**src/rtl/spi_reg_pkg.sv**
```systemverilog
// rtl/spi_reg_pkg.sv - shared types and helpers for the SPI register bank
//
// Purpose : FSM state encoding, command-bit polarity and frame-length helper
//           used by spi_reg_bank.
// Ports   : none (package)
package spi_reg_pkg;

    typedef enum logic [2:0] {
        WAIT_HIGH,
        IDLE,
        HDR,
        DATA,
        COMMIT
    } state_t;

    // Value of the leading R/W bit that marks a write frame.
    localparam logic CMD_WRITE = 1'b1;

    // R/W bit + address field + data field.
    function automatic int frame_w(input int addr_w, input int data_w);
        return 1 + addr_w + data_w;
    endfunction

endpackage

```
**src/rtl/spi_reg_bank_if.sv**
```systemverilog
// rtl/spi_reg_bank_if.sv - SPI pin bundle between controller and register bank
//
// Purpose : groups the four SPI wires plus the CIPO drive enable.
// Signals : nCS, SCLK, COPI (controller -> peripheral)
//           CIPO, cipo_oe    (peripheral -> controller / pad)
// Modports: master (SPI controller side), slave (spi_reg_bank side)
interface spi_reg_bank_if;

    logic nCS;
    logic SCLK;
    logic COPI;
    logic CIPO;
    logic cipo_oe;

    modport master (
        output nCS,
        output SCLK,
        output COPI,
        input  CIPO,
        input  cipo_oe
    );

    modport slave (
        input  nCS,
        input  SCLK,
        input  COPI,
        output CIPO,
        output cipo_oe
    );

endinterface

```
**src/rtl/spi_sync_edge.sv**
```systemverilog
// rtl/spi_sync_edge.sv - two-flop synchroniser with edge-detect flop
//
// Purpose : brings one asynchronous SPI pin into the clk domain and flags
//           its edges.
// Ports   : clk, rst (sync, active-high)
//           din   - asynchronous input
//           level - synchronised level
//           rise  - one-cycle pulse on a synchronised 0->1
//           fall  - one-cycle pulse on a synchronised 1->0
module spi_sync_edge #(
    parameter logic RESET_VAL = 1'b0
) (
    input  logic clk,
    input  logic rst,
    input  logic din,
    output logic level,
    output logic rise,
    output logic fall
);

    logic meta_q;
    logic sync_q;
    logic prev_q;

    always_ff @(posedge clk) begin
        if (rst) begin
            meta_q <= RESET_VAL;
            sync_q <= RESET_VAL;
            prev_q <= RESET_VAL;
        end else begin
            meta_q <= din;
            sync_q <= meta_q;
            prev_q <= sync_q;
        end
    end

    assign level = sync_q;
    assign rise  = sync_q & ~prev_q;
    assign fall  = ~sync_q & prev_q;

endmodule

```
**src/rtl/spi_reg_bank.sv**
```systemverilog
// rtl/spi_reg_bank.sv - SPI mode-0 peripheral with a read/write register bank
//
// Purpose : frames are {R/W, address, data}, MSB first. Writes commit to the
//           addressed register after nCS rises; reads shift the register out
//           on CIPO. Short frames and out-of-range writes are dropped and
//           flagged on frame_err.
// Ports   : clk, rst       - system clock, synchronous active-high reset
//           spi (slave)    - nCS, SCLK, COPI in; CIPO, cipo_oe out
//           reg_flat       - register k at [k*DATA_W +: DATA_W]
//           wr_strobe      - one-cycle pulse per register on update
//           frame_err      - one-cycle pulse per discarded frame
// Options : SPI_ERR_CNT_EN - 8-bit saturating error counter readable (and
//           cleared) at address NUM_REGS.
module spi_reg_bank
    import spi_reg_pkg::*;
#(
    parameter int                NUM_REGS  = 5,
    parameter int                ADDR_W    = 7,
    parameter int                DATA_W    = 8,
    parameter logic [DATA_W-1:0] RESET_VAL = '0
) (
    input  logic                       clk,
    input  logic                       rst,
    spi_reg_bank_if.slave              spi,
    output logic [NUM_REGS*DATA_W-1:0] reg_flat,
    output logic [NUM_REGS-1:0]        wr_strobe,
    output logic                       frame_err
);

    localparam int FRAME_W = frame_w(ADDR_W, DATA_W);
    localparam int HDR_W   = 1 + ADDR_W;
    localparam int CNT_W   = $clog2(FRAME_W + 1);
    localparam int SH_W    = (ADDR_W > DATA_W) ? ADDR_W : DATA_W;

    localparam logic [CNT_W-1:0]  CNT_FULL     = CNT_W'(FRAME_W);
    localparam logic [CNT_W-1:0]  CNT_HDR_LAST = CNT_W'(HDR_W - 1);
    localparam logic [ADDR_W:0]   NUM_REGS_A   = (ADDR_W + 1)'(NUM_REGS);

    logic ncs_lvl, ncs_rise, ncs_fall;
    logic sclk_rise, sclk_fall, sclk_lvl_unused;
    logic copi_lvl, copi_rise_unused, copi_fall_unused;

    spi_sync_edge #(.RESET_VAL(1'b1)) u_ncs (
        .clk(clk), .rst(rst), .din(spi.nCS),
        .level(ncs_lvl), .rise(ncs_rise), .fall(ncs_fall)
    );
    spi_sync_edge #(.RESET_VAL(1'b0)) u_sclk (
        .clk(clk), .rst(rst), .din(spi.SCLK),
        .level(sclk_lvl_unused), .rise(sclk_rise), .fall(sclk_fall)
    );
    spi_sync_edge #(.RESET_VAL(1'b0)) u_copi (
        .clk(clk), .rst(rst), .din(spi.COPI),
        .level(copi_lvl), .rise(copi_rise_unused), .fall(copi_fall_unused)
    );

    state_t              state, state_nx;
    logic [1:0]          settle_q;
    logic [CNT_W-1:0]    bit_cnt;
    logic [SH_W-1:0]     shreg;
    logic                rd_q;
    logic [ADDR_W-1:0]   addr_q;
    logic [DATA_W-1:0]   oshift;
    logic                cipo_q;
    logic [DATA_W-1:0]   regs [NUM_REGS];

    logic [ADDR_W:0]     hdr_word;
    logic [ADDR_W-1:0]   hdr_addr;
    logic                hdr_rd;
    logic                hdr_last;
    logic                addr_ok;
    logic [DATA_W-1:0]   rd_val;
    logic                cipo_oe_c, commit_wr, commit_err;

`ifdef SPI_ERR_CNT_EN
    logic [7:0] err_cnt;
`endif

    // The header word as it stands once the bit arriving now is included.
    assign hdr_word = {shreg[ADDR_W-1:0], copi_lvl};
    assign hdr_addr = hdr_word[ADDR_W-1:0];
    assign hdr_rd   = (hdr_word[ADDR_W] != CMD_WRITE);
    assign hdr_last = sclk_rise && !ncs_rise && (bit_cnt == CNT_HDR_LAST);
    assign addr_ok  = ({1'b0, addr_q} < NUM_REGS_A);

    always_ff @(posedge clk) begin
        if (rst) state <= WAIT_HIGH;
        else     state <= state_nx;
    end

    // The nCS chain resets to idle-high, so its level only reflects the pin
    // after settle_q has counted through the synchroniser depth.
    always_comb begin
        state_nx = state;
        unique case (state)
            WAIT_HIGH: if (settle_q == 2'd3 && ncs_lvl) state_nx = IDLE;
            IDLE:      if (ncs_fall) state_nx = HDR;
            HDR:       if (ncs_rise) state_nx = COMMIT;
                       else if (hdr_last) state_nx = DATA;
            DATA:      if (ncs_rise) state_nx = COMMIT;
            COMMIT:    state_nx = IDLE;
            default:   state_nx = WAIT_HIGH;
        endcase
    end

    always_comb begin
        cipo_oe_c  = 1'b0;
        commit_wr  = 1'b0;
        commit_err = 1'b0;
        if (state == DATA) cipo_oe_c = rd_q;
        if (state == COMMIT) begin
            if (bit_cnt != CNT_FULL) commit_err = 1'b1;
            else if (!rd_q) begin
                commit_wr  = addr_ok;
                commit_err = !addr_ok;
            end
        end
    end

    always_comb begin
        rd_val = '0;
        for (int k = 0; k < NUM_REGS; k++) begin
            if (hdr_addr == ADDR_W'(k)) rd_val = regs[k];
        end
`ifdef SPI_ERR_CNT_EN
        if ({1'b0, hdr_addr} == NUM_REGS_A) rd_val = DATA_W'(err_cnt);
`endif
    end

    always_ff @(posedge clk) begin
        if (rst) begin
            settle_q <= '0;
            bit_cnt  <= '0;
            shreg    <= '0;
            rd_q     <= 1'b0;
            addr_q   <= '0;
            oshift   <= '0;
            cipo_q   <= 1'b0;
        end else begin
            if (state == WAIT_HIGH && settle_q != 2'd3) settle_q <= settle_q + 2'd1;
            if (state == IDLE && ncs_fall) begin
                bit_cnt <= '0;
                shreg   <= '0;
                rd_q    <= 1'b0;
                cipo_q  <= 1'b0;
            end
            // Bits past a full frame are ignored; nCS rising wins over SCLK.
            if ((state == HDR || state == DATA) && sclk_rise && !ncs_rise
                    && bit_cnt != CNT_FULL) begin
                shreg   <= {shreg[SH_W-2:0], copi_lvl};
                bit_cnt <= bit_cnt + CNT_W'(1);
            end
            if (state == HDR && hdr_last) begin
                rd_q   <= hdr_rd;
                addr_q <= hdr_addr;
                oshift <= hdr_rd ? rd_val : '0;
            end
            if (cipo_oe_c && sclk_fall && !ncs_rise) begin
                cipo_q <= oshift[DATA_W-1];
                oshift <= {oshift[DATA_W-2:0], 1'b0};
            end
        end
    end

    always_ff @(posedge clk) begin
        if (rst) begin
            for (int k = 0; k < NUM_REGS; k++) regs[k] <= RESET_VAL;
            wr_strobe <= '0;
            frame_err <= 1'b0;
        end else begin
            frame_err <= commit_err;
            for (int k = 0; k < NUM_REGS; k++) begin
                wr_strobe[k] <= 1'b0;
                if (commit_wr && addr_q == ADDR_W'(k)) begin
                    regs[k]      <= shreg[DATA_W-1:0];
                    wr_strobe[k] <= 1'b1;
                end
            end
        end
    end

`ifdef SPI_ERR_CNT_EN
    always_ff @(posedge clk) begin
        if (rst) begin
            err_cnt <= '0;
        end else if (commit_err) begin
            if (err_cnt != 8'hFF) err_cnt <= err_cnt + 8'd1;
        end else if (state == COMMIT && bit_cnt == CNT_FULL && rd_q
                     && {1'b0, addr_q} == NUM_REGS_A) begin
            err_cnt <= '0;
        end
    end
`endif

    for (genvar k = 0; k < NUM_REGS; k++) begin : g_flat
        assign reg_flat[k*DATA_W +: DATA_W] = regs[k];
    end

    assign spi.cipo_oe = cipo_oe_c;
    assign spi.CIPO    = cipo_oe_c & cipo_q;

endmodule

```
**src/flat_wrapper.sv**
```systemverilog
// flat-port wrapper written by rule: the top's interface ports become plain ports
module spi_reg_bank_flat import spi_reg_pkg::*;
#(
    parameter int                NUM_REGS  = 5,
    parameter int                ADDR_W    = 7,
    parameter int                DATA_W    = 8,
    parameter logic [DATA_W-1:0] RESET_VAL = '0
)
  (clk, rst, reg_flat, wr_strobe, frame_err, spi_nCS, spi_SCLK, spi_COPI, spi_CIPO, spi_cipo_oe);
  spi_reg_bank_if spi_i ();
  input  logic clk;
  input  logic rst;
  output logic [NUM_REGS*DATA_W-1:0] reg_flat;
  output logic [NUM_REGS-1:0] wr_strobe;
  output logic frame_err;
  input wire logic [$bits(spi_i.nCS)-1:0] spi_nCS;
  input wire logic [$bits(spi_i.SCLK)-1:0] spi_SCLK;
  input wire logic [$bits(spi_i.COPI)-1:0] spi_COPI;
  output wire logic [$bits(spi_i.CIPO)-1:0] spi_CIPO;
  output wire logic [$bits(spi_i.cipo_oe)-1:0] spi_cipo_oe;
  assign spi_i.nCS = spi_nCS;
  assign spi_i.SCLK = spi_SCLK;
  assign spi_i.COPI = spi_COPI;
  assign spi_CIPO = spi_i.CIPO;
  assign spi_cipo_oe = spi_i.cipo_oe;
  spi_reg_bank #(.NUM_REGS(NUM_REGS), .ADDR_W(ADDR_W), .DATA_W(DATA_W), .RESET_VAL(RESET_VAL)) u_core (.clk(clk), .rst(rst), .spi(spi_i), .reg_flat(reg_flat), .wr_strobe(wr_strobe), .frame_err(frame_err));
endmodule
```
**config.mk**
```make
export PLATFORM = sky130hd
export DESIGN_NAME = spi_reg_bank_flat
export DESIGN_NICKNAME = d
export VERILOG_FILES = /design/src/rtl/spi_reg_pkg.sv /design/src/rtl/spi_reg_bank_if.sv /design/src/rtl/spi_sync_edge.sv /design/src/rtl/spi_reg_bank.sv /design/src/flat_wrapper.sv
export SDC_FILE = /design/constraint.sdc
export NUM_CORES = 1
export LEC_CHECK = 0
export CORE_MARGIN = 2
export CORE_UTILIZATION = 60
export CTS_BUF_LIST = sky130_fd_sc_hd__clkbuf_4
export CTS_CLUSTER_DIAMETER = 100
export DETAILED_ROUTE_END_ITERATION = 10
export PLACE_DENSITY = 0.87
export RECOVER_POWER = 25
export SLEW_MARGIN = 30
export SYNTH_ARGS = -nofsm -noshare
export SYNTH_HDL_FRONTEND = slang
export SYNTH_SLANG_ARGS = --single-unit
```
**constraint.sdc**
```tcl
create_clock -name clk -period 4.1 [get_ports clk]
set_clock_uncertainty 0.05 [all_clocks]
set_input_delay 0.82 -clock clk [delete_from_list [all_inputs] [get_ports clk]]
set_output_delay 0.82 -clock clk [all_outputs]
set_load 0.01 [all_outputs]
```
# Yosys cells after proc, flatten, opt, wreduce, memory -nomap -nowiden
# Memories as Yosys holds them, arrays and structs flattened.
# Cells that the tools add are included.
[word_totals]
ff_bits = 49
ram_bits = 40
inputBits = 5
memories = 1
elab_cells = 137
out_inout_bits = 48
[op_classes]
bitwise = 16
n_reduce_logical = 29
eq_ne = 20
order_cmp = 1
addsub = 2
muxes = 49
[mem_list]
columns = ["memory", "depth", "width", "read_ports", "rd_ports_with_merged_regs", "write_ports", "line_no", "text"]
rows = [
  ["u_core.regs", 5, 8, 5, 0, 5, "spi_reg_bank.sv:64", "logic [DATA_W-1:0] regs [NUM_REGS];"],
]
[op_table]
columns = ["operator", "n"]
rows = [
  ["$mux 8", 15],
  ["$eq 7x2->1 const B", 4],
  ["$mux 1", 26],
  ["$logic_and 1x1->1", 16],
  ["$mux 3", 5],
  ["$pmux 3 s5", 1],
  ["$eq 7x1->1 const B", 2],
  ["$eq 7x3->1 const B", 2],
  ["$logic_not 7->1", 2],
  ["$mux 5", 2],
  ["$reduce_bool 2->1", 4],
  ["$lt 7x3->1 const B", 1],
  ["$eq 3x2->1 const B", 2],
  ["$ne 2x1->1 const B", 3],
  ["$not 1->1", 6],
  ["$add 5x1->5 const B", 1],
  ["$and 1x1->1", 5],
  ["$eq 5x3->1 const B", 1],
  ["$ne 5x5->1 const B", 1],
  ["$or 1x1->1", 5],
  ["$reduce_and 4->1", 1],
  ["$reduce_or 2->1", 2],
  ["$eq 3x1->1 const B", 1],
  ["$eq 3x3->1 const B", 1],
  ["7 further kinds", 8],
]

# Logic depth before layout (Yosys ltp)
[depth]
ltp_word = 9
depth_mapped = 8
mapped_depth_nobuf = 7

# Hierarchy
# From an unflattened synthesis, not the netlist that was laid out.
[hier_totals]
cells_unflattened = 321
area_unflattened_um2 = 3732.3
[by_module_without_submodules]
columns = ["module", "area_per_inst_um2", "instances", "seq_area_each_um2", "cells_each"]
rows = [
  ["spi_reg_bank", 3457.1, 1, 2021.9, 297],
  ["spi_sync_edge at u_core.u_copi ...", 91.3, 2, 60.1, 8],
  ["spi_sync_edge at u_core.u_ncs", 92.6, 1, 60.1, 8],
]

# Worst setup path before layout
# Ideal clock, no wire load.
[synth_path]
path_kind = "input to register"
start = "input rst"
end = "memory u_core.regs[0][0], enable pin"
arrival_time_ns = 1.988
path_buffers = 0
slack_ns = 1.736
t_required_ns = 3.724
setup_ns = 0.326
stages = 5
cell_sequence = "clkinv_1 > nand3_1 > nor4_4 > nor2b_1 > a21o_1"
[synth_lines]
columns = ["item", "line_no", "text"]
rows = [
  ["from (decl)", "flat_wrapper.sv:12", "input logic rst;"],
  ["to (decl)", "spi_reg_bank.sv:64", ""],
]

==> impl_results.rst <==
.. list-table::
   :header-rows: 1

   * - Metric
     - Value
   * - Stage delay of the slowest cell on the critical path
     - ~1400 ps
   * - Critical path fanouts, max
     - 46
   * - Crit-path leading delay family
     - buffers and inverters
   * - Via count
     - roughly 2800
   * - Synth async-reset ratio
     - 0%
   * - Critical path startpoint
     - rst
   * - Die span in x
     - approximately 83 µm
   * - Total count of hold-check failures in the final report
     - 0
   * - Final count of pins violating max slew
     - 47
   * - Number of buffers inserted during clock tree synthesis
     - 9
   * - Clock edge transition at the registers on the reported setup and hold paths
     - between 100 and 150 ps
   * - Max Cap Violations
     - 1
   * - Cell seen most often among critical-path stages
     - nor2b_1
   * - Post-Route Setup TNS
     - 0 ps
   * - Fraction of power spent switching nets
     - 22.5%
   * - Flop pwr share
     - 59.7%
   * - Violated checks
     - max-capacitance violations, max-slew violations
   * - Placer's final routability congestion estimate
     - between 0.9 and 1
   * - Maximum operating frequency
     - 0.304 GHz
   * - Global-route wire length before repair
     - between 10 and 15 mm
   * - Worst-Skew Late Latency
     - between 400 and 500 ps
   * - Post-CTS Repair Setup Buffers
     - 0
   * - Area of the die
     - between 6000 and 7000 µm²
   * - Maximum resistive drop on vdd
     - 0.212 mV
   * - Ys flop type
     - dfxtp_1
   * - Placed wire-length estimate after detailed placement
     - 5.96 mm
   * - Mapped Cells
     - between 300 and 400
   * - Mapped Area
     - 3730 µm²
   * - Count of cells along the worst register-to-register path
     - 5
   * - Portion of the post-synthesis area used by sequential elements
     - about three fifths
   * - Min-delay worst type
     - reg2reg
   * - Cell Area, Placed
     - 4280 µm²
   * - Worst setup slack before clock tree synthesis
     - 860 ps
   * - Global routing met1 resource utilization
     - approximately a third
   * - Residual DRC
     - 0
   * - Critical Path, Cell by Cell
     - dlygate4sd3_1 -> clkbuf_1 -> nor2b_1 -> nor2b_1 -> a41oi_1 -> o31ai_1
   * - Register bit total from synthesis
     - 89
   * - Met2 Track Usage GR
     - 43.5%
   * - Number of instances in the placed design
     - approximately 440
   * - Via count of the first global-routing pass
     - 2737
   * - Final critical-path share of the clock period
     - approximately four fifths
   * - Master of the slowest instance on the critical path
     - clkbuf_1
   * - Power after layout
     - between 1.5 and 2 mW
   * - Actual slew at the worst max-slew pin
     - around 1900 ps
   * - Remaining global-route overflow
     - 0
   * - Combinational share of power
     - under 10%
   * - Buffers and inverters on the worst path
     - 2
   * - Layout area overhead
     - 18.6%
   * - Starting density of the core
     - about 63%
   * - Cell taking the most area after synthesis
     - edfxtp_1
   * - Initial antenna violation count
     - 1
   * - Post-cts repair resize count
     - 0
   * - Routed WL
     - a little under 9 mm
   * - Share of final-layout standard cells stronger than drive strength 1
     - 11.5%
   * - Final critical delay including setup and external delays
     - 3280 ps
   * - Average wire per standard cell
     - between 15 and 20 µm
   * - Root Buffer Master
     - clkbuf_4
   * - Required time at the worst-slack endpoint
     - between 4000 and 5000 ps
   * - Data arrival time at the worst-slack endpoint
     - 3540 ps
   * - Endpoints failing setup
     - 0
   * - Met3 Use GR
     - about 5.1%
   * - Num rows
     - 28
   * - Per-instance average area after synthesis
     - 11.3 µm²
   * - Number of logic stages on the critical path including buffering
     - 6
   * - Final Cell Area
     - around 4400 µm²
   * - Vias per std cell
     - slightly above 6
   * - Most heavily used metal layer in global routing
     - met2
   * - Psw
     - ~0.37 mW
   * - CTS tree
     - done
   * - Static leakage
     - around 1.5 nW
   * - Slew HR
     - -29.4%
   * - Post-route non-filler standard cell count
     - 458
   * - Port Buf Inserts
     - 52
   * - End of the worst register-to-register path
     - u_core.oshift[1]
   * - Crit path kind
     - in2reg
   * - H-tree Lvls
     - 3
   * - Hold buffers post-CTS
     - 0
   * - Number of enable-type register cells in the synthesized netlist
     - 40
   * - Internal Power
     - 1.27 mW
   * - Ranking of synthesized cells by instance count
     - dfxtp_1, edfxtp_1, nand2_1
   * - Violation count after the first detailed-route iteration
     - 275
   * - Nature of the critical path startpoint
     - input pin
   * - Number of warnings printed during yosys synthesis
     - 0
   * - RSZ-0062 raised after global routing
     - no
   * - Status
     - complete, but fails checks
   * - PD cells
     - around 370 nW/µm²
   * - Netlist cell types
     - between 50 and 60
   * - Boundary pin count
     - 53
   * - Syn nets
     - 339
   * - Maximum number of pins on one net before global-route repair
     - between 40 and 50
   * - Timing endpoint of the critical path
     - u_core.oshift[2]
   * - Leading post-synthesis cells by cell area
     - edfxtp_1, dfxtp_1, mux2_2, a21oi_1, nand3_1
   * - Routed Antenna Nets
     - 0
   * - Setup slack of the worst register-to-register path
     - just over 1000 ps
   * - Longest Clk Path Bufs
     - 2
   * - Core area
     - 5960 µm²
   * - Worst hold slack across all endpoints
     - approximately 360 ps
   * - Most used standard cell by instance count after synthesis
     - dfxtp_1
   * - Count of nets after finishing
     - about 390
   * - Launch instance of the worst register-to-register path
     - u_core.state[1]
   * - Final core utilization
     - between 70% and 80%
   * - Top-area cell type share of the netlist area
     - between 30 and 40%
   * - Global routing usage summed across all routing layers
     - 26.0%
   * - Drt pass-1 iters
     - 5
   * - Portion of total power attributed to the clock network
     - about a third
   * - CP endpoint kind
     - flop
   * - Final worst-path setup slack
     - roughly 820 ps
   * - Vertical die dimension
     - 82.8 µm
   * - Count of clock tree sinks
     - between 80 and 90
## layout by cell type, fill, tap and decap left out, types with 3 or more instances in the layout
cell type,Yosys,final
nor3_1,6,7
ha_1,3,3
a31o_2,3,3
o21ai_0,4,4
nor2b_1,10,10
o31ai_1,7,7
inv_1,5,6
nand3_1,19,19
nand2_1,23,23
dfxtp_1,49,49
a21oi_1,21,21
clkdlybuf4s50_1,0,51
and2_1,12,10
clkbuf_4,0,10
a41oi_1,6,6
o22ai_1,7,7
edfxtp_1,40,40
nor3b_1,7,7
nand2b_1,4,4
mux2_2,15,15
and3_1,5,5
mux2i_1,3,3
nor2_1,19,19
or2_2,5,5
o22a_1,7,7
## worst min path at each step
stage | startpoint | end | slack (ps) | depth (start not counted)
finish | u_core.u_ncs.meta_q | u_core.u_ncs.level | 360 | 1
floorplan | u_core.u_ncs.meta_q | u_core.u_ncs.level | 340 | 1
global route | u_core.u_ncs.meta_q | u_core.u_ncs.level | 390 | 1
CTS | u_core.u_ncs.meta_q | u_core.u_ncs.level | 370 | 1
global placement | u_core.u_ncs.meta_q | u_core.u_ncs.level | 340 | 1
detailed placement | u_core.u_ncs.meta_q | u_core.u_ncs.level | 350 | 1
## cell type report
cell class              instances  area (µm²)
clock inverters                 6        83.8
flip-flops and latches         89        2180
fillers                       391        1530
multi-input cells             218        1440
diodes                          1        2.50
clock buffers                  10        75.1
repair buffers                 53         524
well taps                      75        93.8
inverters                       6        22.5
## power groups by stage
| stage | clock, mW | sequential [mW] | combinational (mW) |
|---|---|---|---|
| 6_report | 0.537 | 0.977 | 0.121 |
| 3_3_place_gp | 0 | 0.994 | 0.118 |
| 3_5_place_dp | 0 | 0.995 | 0.122 |
| 2_1_floorplan | 0 | 0.991 | 0.0758 |
| 5_1_grt | 0.576 | 0.980 | 0.130 |
| 4_1_cts | 0.536 | 0.976 | 0.123 |
## flip-flops by register name (all words and copies together) (netlist names), 2 cells and up
register	cells
u_core.wr_strobe	5
u_core.oshift	8
u_core.addr_q	7
u_core.settle_q	2
u_core.bit_cnt	5
u_core.shreg	8
u_core.regs	40
u_core.state	3
## worst reg2reg max path, cell delays in order, from the launching register on
cell      delay (ps)
dfxtp_1          560
nand2b_4          90
nor3_1          1040
nand2_4          350
nand4b_1         510
o31ai_1          390
## routing by layer
layer	up-vias	part of all wire [%]
li1	1321	-
met2	132	50
met5	-	0
met3	23	6.0
met4	0	2.6
met1	1358	41
## cells by family after synthesis
kind of cell | after synthesis | share of synthesized area [%]
simple gates | 133 | 20.8
buf+inv | 24 | 2.58
xor+xnor | 1 | 0.235
compound gates | 63 | 11.5
fa+ha+maj | 3 | 1.01
flops | 89 | 58.5
mux | 18 | 5.34
Power figures use the tool's default switching activity.
